## config.mk

```make
export PLATFORM = sky130hd
export DESIGN_NAME = frac_block_feeder
export DESIGN_NICKNAME = d
export VERILOG_FILES = /design/src/rtl/frac_pkg.sv /design/src/rtl/sad_argmin6.sv /design/src/rtl/frac_block_feeder.sv
export SDC_FILE = /design/constraint.sdc
export NUM_CORES = 1
export LEC_CHECK = 0
export CAP_MARGIN = 20
export CELL_PAD_IN_SITES_DETAIL_PLACEMENT = 0
export CELL_PAD_IN_SITES_GLOBAL_PLACEMENT = 1
export CORE_AREA = 3 3 147 149
export CTS_BUF_LIST = sky130_fd_sc_hd__clkbuf_8
export DETAILED_ROUTE_END_ITERATION = 10
export DIE_AREA = 0 0 150 152
export DONT_BUFFER_PORTS = 1
export GPL_TIMING_DRIVEN = 0
export PLACE_DENSITY = 0.81
export SLEW_MARGIN = 20
export SYNTH_ARGS = -nofsm -noshare
export SYNTH_HDL_FRONTEND = slang
export SYNTH_SLANG_ARGS = --single-unit
```

## constraint.sdc

```tcl
create_clock -name clk -period 14.3 [get_ports clk]
set_input_delay 2.86 -clock clk [delete_from_list [all_inputs] [get_ports clk]]
set_output_delay 2.86 -clock clk [all_outputs]
set_load 0.005 [all_outputs]
```

## src/rtl/frac_pkg.sv

```systemverilog
// Shared definitions for the fractional-pel search front end.
package frac_pkg;

  // Rows in one filter block and number of fractional candidates scored.
  localparam int BLK_ROWS  = 8;
  localparam int NUM_CAND  = 6;

  // Default width of one candidate SAD.
  localparam int SAD_W_DEF = 10;

  // Sequencer states.
  typedef enum logic [2:0] {
    ST_IDLE   = 3'd0,
    ST_FETCH  = 3'd1,
    ST_DRAIN  = 3'd2,
    ST_SAMPLE = 3'd3,
    ST_REPORT = 3'd4
  } state_t;

endpackage

```

## src/rtl/sad_argmin6.sv

```systemverilog
// Six-way unsigned minimum; ties resolve to the lowest candidate index.
module sad_argmin6
  import frac_pkg::*;
#(
  parameter int SAD_W = SAD_W_DEF
) (
  input  logic [NUM_CAND*SAD_W-1:0] sads,
  output logic [2:0]                idx,
  output logic [SAD_W-1:0]          value
);

  // Linear scan; strict less-than keeps the earliest index on a tie.
  always_comb begin
    // NOTE: every output gets a default before any conditional update so no latch is inferred.
    idx   = 3'd0;
    value = sads[0 +: SAD_W];
    for (int k = 1; k < NUM_CAND; k++) begin
      if (sads[k*SAD_W +: SAD_W] < value) begin
        idx   = 3'(k);
        value = sads[k*SAD_W +: SAD_W];
      end
    end
  end

endmodule

```

## src/rtl/frac_block_feeder.sv

```systemverilog
// Fetches one 8x8 filter block plus co-located reference rows, streams them
// to frac_search one row per cycle, then reports the best of six SADs.
module frac_block_feeder
  import frac_pkg::*;
#(
  parameter int LINE_WORDS = 8,
  parameter int ADDR_W     = 12,
  parameter int SAD_W      = SAD_W_DEF
) (
  input  logic                      clk,
  input  logic                      reset,
  input  logic                      start,
  input  logic [7:0]                blk_x,
  input  logic [7:0]                blk_y,
  output logic                      busy,
  output logic                      flt_rd,
  output logic [ADDR_W-1:0]         flt_addr,
  input  logic [63:0]               flt_data,
  output logic                      ref_rd,
  output logic [ADDR_W-1:0]         ref_addr,
  input  logic [63:0]               ref_data,
  output logic [63:0]               filter_pix,
  output logic [47:0]               ref_pix,
  output logic                      input_ready,
  input  logic [NUM_CAND*SAD_W-1:0] sad_out,
  output logic                      done,
  output logic [2:0]                best_idx,
  output logic [SAD_W-1:0]          best_sad
);

  state_t                    state, state_nxt;
  logic [7:0]                blk_x_q, blk_y_q;
  logic [2:0]                row_cnt;
  logic                      fetch;
  logic                      rd_d;
  logic [ADDR_W-1:0]         row_addr;
  logic [NUM_CAND*SAD_W-1:0] sad_q;
  logic [2:0]                best_idx_q, cmp_idx;
  logic [SAD_W-1:0]          best_sad_q, cmp_sad;
  logic                      unused_ref_edge;

  // Only the inner six reference pixels feed the search.
  assign unused_ref_edge = ^{ref_data[63:56], ref_data[7:0]};

  // Frame address of the current row; overflow simply wraps.
  assign row_addr = ADDR_W'((32'(blk_y_q) * BLK_ROWS + 32'(row_cnt)) * LINE_WORDS
                            + 32'(blk_x_q));

  // State register plus the block position latched at start acceptance.
  always_ff @(posedge clk) begin
    // NOTE: sequential state uses non-blocking assignments so all registers update from pre-edge values.
    if (reset) begin
      state   <= ST_IDLE;
      blk_x_q <= '0;
      blk_y_q <= '0;
      row_cnt <= '0;
    end else begin
      state <= state_nxt;
      if (state == ST_IDLE && start) begin
        blk_x_q <= blk_x;
        blk_y_q <= blk_y;
        row_cnt <= '0;
      end else if (state == ST_FETCH) begin
        row_cnt <= row_cnt + 3'd1;
      end
    end
  end

  // Next-state and state-decoded outputs.
  always_comb begin
    state_nxt = state;
    fetch     = 1'b0;
    busy      = 1'b0;
    done      = 1'b0;
    best_idx  = best_idx_q;
    best_sad  = best_sad_q;
    unique case (state)
      ST_IDLE: begin
        if (start) state_nxt = ST_FETCH;
      end
      ST_FETCH: begin
        fetch = 1'b1;
        busy  = 1'b1;
        if (row_cnt == 3'(BLK_ROWS - 1)) state_nxt = ST_DRAIN;
      end
      ST_DRAIN: begin
        busy = 1'b1;
        // Last streamed row is on the bus and nothing is left in the RAM pipe.
        if (input_ready && !rd_d) state_nxt = ST_SAMPLE;
      end
      ST_SAMPLE: begin
        busy      = 1'b1;
        state_nxt = ST_REPORT;
      end
      ST_REPORT: begin
        // Result is visible during the done cycle and held afterwards.
        done      = 1'b1;
        best_idx  = cmp_idx;
        best_sad  = cmp_sad;
        state_nxt = ST_IDLE;
      end
      default: state_nxt = ST_IDLE;
    endcase
  end

  assign flt_rd   = fetch;
  assign ref_rd   = fetch;
  assign flt_addr = fetch ? row_addr : '0;
  assign ref_addr = fetch ? row_addr : '0;

  // RAM-latency pipeline, row capture, SAD sampling and result hold.
  always_ff @(posedge clk) begin
    if (reset) begin
      rd_d        <= 1'b0;
      input_ready <= 1'b0;
      filter_pix  <= '0;
      ref_pix     <= '0;
      sad_q       <= '0;
      best_idx_q  <= '0;
      best_sad_q  <= '0;
    end else begin
      rd_d        <= fetch;
      input_ready <= rd_d;
      if (rd_d) begin
        filter_pix <= flt_data;
        ref_pix    <= ref_data[55:8];
      end
      if (state == ST_SAMPLE) sad_q <= sad_out;
      if (state == ST_REPORT) begin
        best_idx_q <= cmp_idx;
        best_sad_q <= cmp_sad;
      end
    end
  end

  sad_argmin6 #(.SAD_W(SAD_W)) u_argmin (
    .sads  (sad_q),
    .idx   (cmp_idx),
    .value (cmp_sad)
  );

endmodule

```

==> impl_metrics.yaml <==
synth:
  synth_area_leader_cell: "dfxtp_1"
  yosys_warnings: 0
  synth_cell_types: 58
  syn-cell-area_um2: 9680
  async_flop_share_pct: 0
  syn_avg_cell_area_um2: 8.61
  synth_fp_nets: 1382
  ys_ff_latch: 207
  yosysTopAreaCellShare_pct: 42.8
  synth_edf_count: 0
  yosysSeqAreaShare_pct: 42.8
  ys_top_cells_by_count: "dfxtp_1, nand2_1, nor2_1"
  synth.most_common_cell: "dfxtp_1"
  synthTopCellsByArea: "dfxtp_1, mux2i_1, nand2_1"
  ys.flop_type: "dfxtp_1"
  syn_inst: 1125
cts:
  numCtsBuffers: 37
  cts_tree: "yes"
  clockBufferDepth: 3
  clk_latency_ps: 540
  path_clk_slew_ps: 60
  htree_levels: 2
  cts-root-buf: "clkbuf_8"
  cts.sinks: 207
worst_setup_path:
  rr_worst_depth: 52
  cp_slowest_cell: "mux2_2"
  cp.buffers_inverters: 8
  required_ps: 11440
  path_delay_family: "compound AO/OA/AOI/OAI gates"
  endpoint_kind: "output port"
  crit_cells: 53
  path_class: "register to output port"
  worstPathArrival_ps: 10810
  crit_fanout: 10
  crit_path_start_kind: "register"
  critPathMaxStageDelay_ps: 380
grt:
  antenna_found_initial: 0
  grt_pass1_vias: 7779
  track_usage_pct: 23.5
  grt_pass1_wl_um: 42700
  grt_max_degree: 12
  grt-ovfl-total: 0
finish:
  finalNetCount: 1436
  instances_no_fill: 1472
  diodes: 0
  nFillCells: 2015
  drive_above_1_share_pct: 11.6
  syn2layout_area_growth_pct: 13.8
detailed_routing:
  drtAntennaViolNets: 0
  wl_met3_um: 1920
  routed.top_layer: "met4"
  dr.pass1.iters: 5
  viasPerCell: 5.35
  vias: 7882
  wirelength_um: 27900
  drc: 0
  routedWlPerCell_um: 19.0
  wl_met2_um: 14100
  drt-met1-wl_um: 11200
  drt-initial-drc-count: 302
floorplanning:
  die_h_um: 152
  rows: 52
  core_area_um2: 20300
  die_x_um: 150
  start_util_pct: 47.7
  io_pins: 361
  die_area_um2: 22800
place:
  portBuffers: 0
  place_inst: 1395
  gp_congestion: 0.862
  dpl.hpwl_um: 21600
worst_hold_path:
  hold_depth: 2
  min_path_type: "register to register"
power:
  p_int_mw: 0.938
  seq_power_share_pct: 49.0
  power_mw: 1.24
  switching_share_pct: 24.4
  p_sw_mw: 0.303
  clock_power_share_pct: 45.8
  ir_drop_mv: 0.0962
  p_leak_nw: 4.29
  pwr_density_cell_nw_per_um2: 113
  power_frac_comb_pct: 5.2
sta:
  max_freq_ghz: 0.0732
  drv_slew: 0
  hold_violations: 0
  tightest_slew_ps: 933
  fin_tns_setup_ps: 0
  finalCritPeriodShare_pct: 95.6
  setup_viol: 0
  period_needed_ps: 13670
  finClkSkew_ps: 20.5
  relSlewSlack_pct: 37.4
outcome:
  outcome: "finished, final reports clean"
job:
  timing.max_cap.violations: 0
==> power groups by stage <==
stage	sequential, mW	combinational [mW]	clock, mW
after floorplan	0.615	0.0521	0
after global placement	0.621	0.0645	0
after detailed placement	0.621	0.0657	0
after CTS	0.608	0.0659	0.584
after global routing	0.609	0.0734	0.612
final	0.608	0.0649	0.568
==> worst register-to-register path, delay by kind of cell (launching register included) <==
| family | cells | cell delay, ps |
|---|---|---|
| and+or+nand+nor | 12 | 1880 |
| muxes | 3 | 980 |
| AOI/OAI and AO/OA | 25 | 4830 |
| DFF | 1 | 340 |
| adders and majority gates | 5 | 1310 |
| buffers and inverters | 7 | 1080 |
==> final timing paths <==
| check | start | end | slack (ps) |
|---|---|---|---|
| max | sad_q[7]$_SDFFE_PP0P_ | best_sad[9] | 630 |
| min | blk_x_q[2]$_SDFFE_PP0P_ | blk_x_q[2]$_SDFFE_PP0P_ | 450 |
| max reg2reg | sad_q[7]$_SDFFE_PP0P_ | best_idx_q[2]$_SDFF_PP0_ | 3800 |
| min reg2reg | blk_x_q[2]$_SDFFE_PP0P_ | blk_x_q[2]$_SDFFE_PP0P_ | 450 |
==> timing repair <==
action                                  4_1_cts  5_1_grt
gates resized for setup                      10       29
buffers inserted                              4       11
hold buffers                                  0        0
endpoints found under the setup margin       13       13
pin swaps                                     2        9
==> layout make-up <==
type	count	area, um^2	share of cell area, %
multi-input combinational	802	5150	46.8
sequential	207	4140	37.6
clock buffer	44	606	5.50
buffer	75	355	3.23
tap	270	338	3.07
inverter	41	154	1.40
clock inverter	18	150	1.36
timing repair buffer	15	113	1.02
==> state kept, by name, indices dropped and copies added, names as in the netlist <==
register,count
state,3
rd_d,1
best_sad_q,10
blk_y_q,6
best_idx_q,3
blk_x_q,8
ref_pix,48
filter_pix,64
input_ready,1
row_cnt,3
sad_q,60
==> kinds of logic (layout without fill, tap and decap cells) <==
logic type,after synthesis,count (layout),share of synthesized area (%)
muxes,134,134,14.0
and+or+nand+nor,414,414,18.2
adders and majority gates,50,50,6.54
AOI/OAI and AO/OA,198,198,12.8
DFF,207,207,42.8
xor gates and xnor gates,6,6,0.543
buffers and inverters,116,193,5.13
==> cell usage in the layout, fill, tap and decap left out, drive strengths merged, types with 2 or more instances in the layout <==
cell type  instances
a2111oi            6
a211o              2
a211oi             5
a21boi             4
a21o              14
a21oi            119
a221oi             2
and2               5
and3              14
buf               49
bufinv             2
clkbuf            85
clkinv             5
dfxtp            207
ha                49
inv               52
mux2               9
mux2i            125
nand2            179
nand2b            13
nand3              5
nand4              7
nor2             155
nor2b             12
nor3              14
nor4               3
o211ai             9
o21a               5
o21ai             24
o31ai              2
or2                4
xnor2              4
xor2               2
==> stage by stage <==
| step | instance area, um^2 | setup slack [ps] | utilization [%] | hold WS (ps) |
|---|---|---|---|---|
| after global routing | 11000 | -17.6 | 54.3 | 477 |
| after detailed placement | 10000 | -189 | 49.4 | 447 |
| after CTS | 10800 | 91.5 | 53.4 | 454 |
| after global placement | 10000 | -121 | 49.4 | 438 |
| final | 11000 | 633 | 54.3 | 452 |
| after floorplan | 9680 | 1840 | - | 432 |
==> per-layer routing <==
metal / vias to the layer above / track usage (%)
li1: 3914 / -
met1: 3659 / 28.1
met4: 0 / 7.41
met5: - / 0
met3: 42 / 6.29
met2: 267 / 40.9
Note: power is estimated with default switching activity, not from simulation.
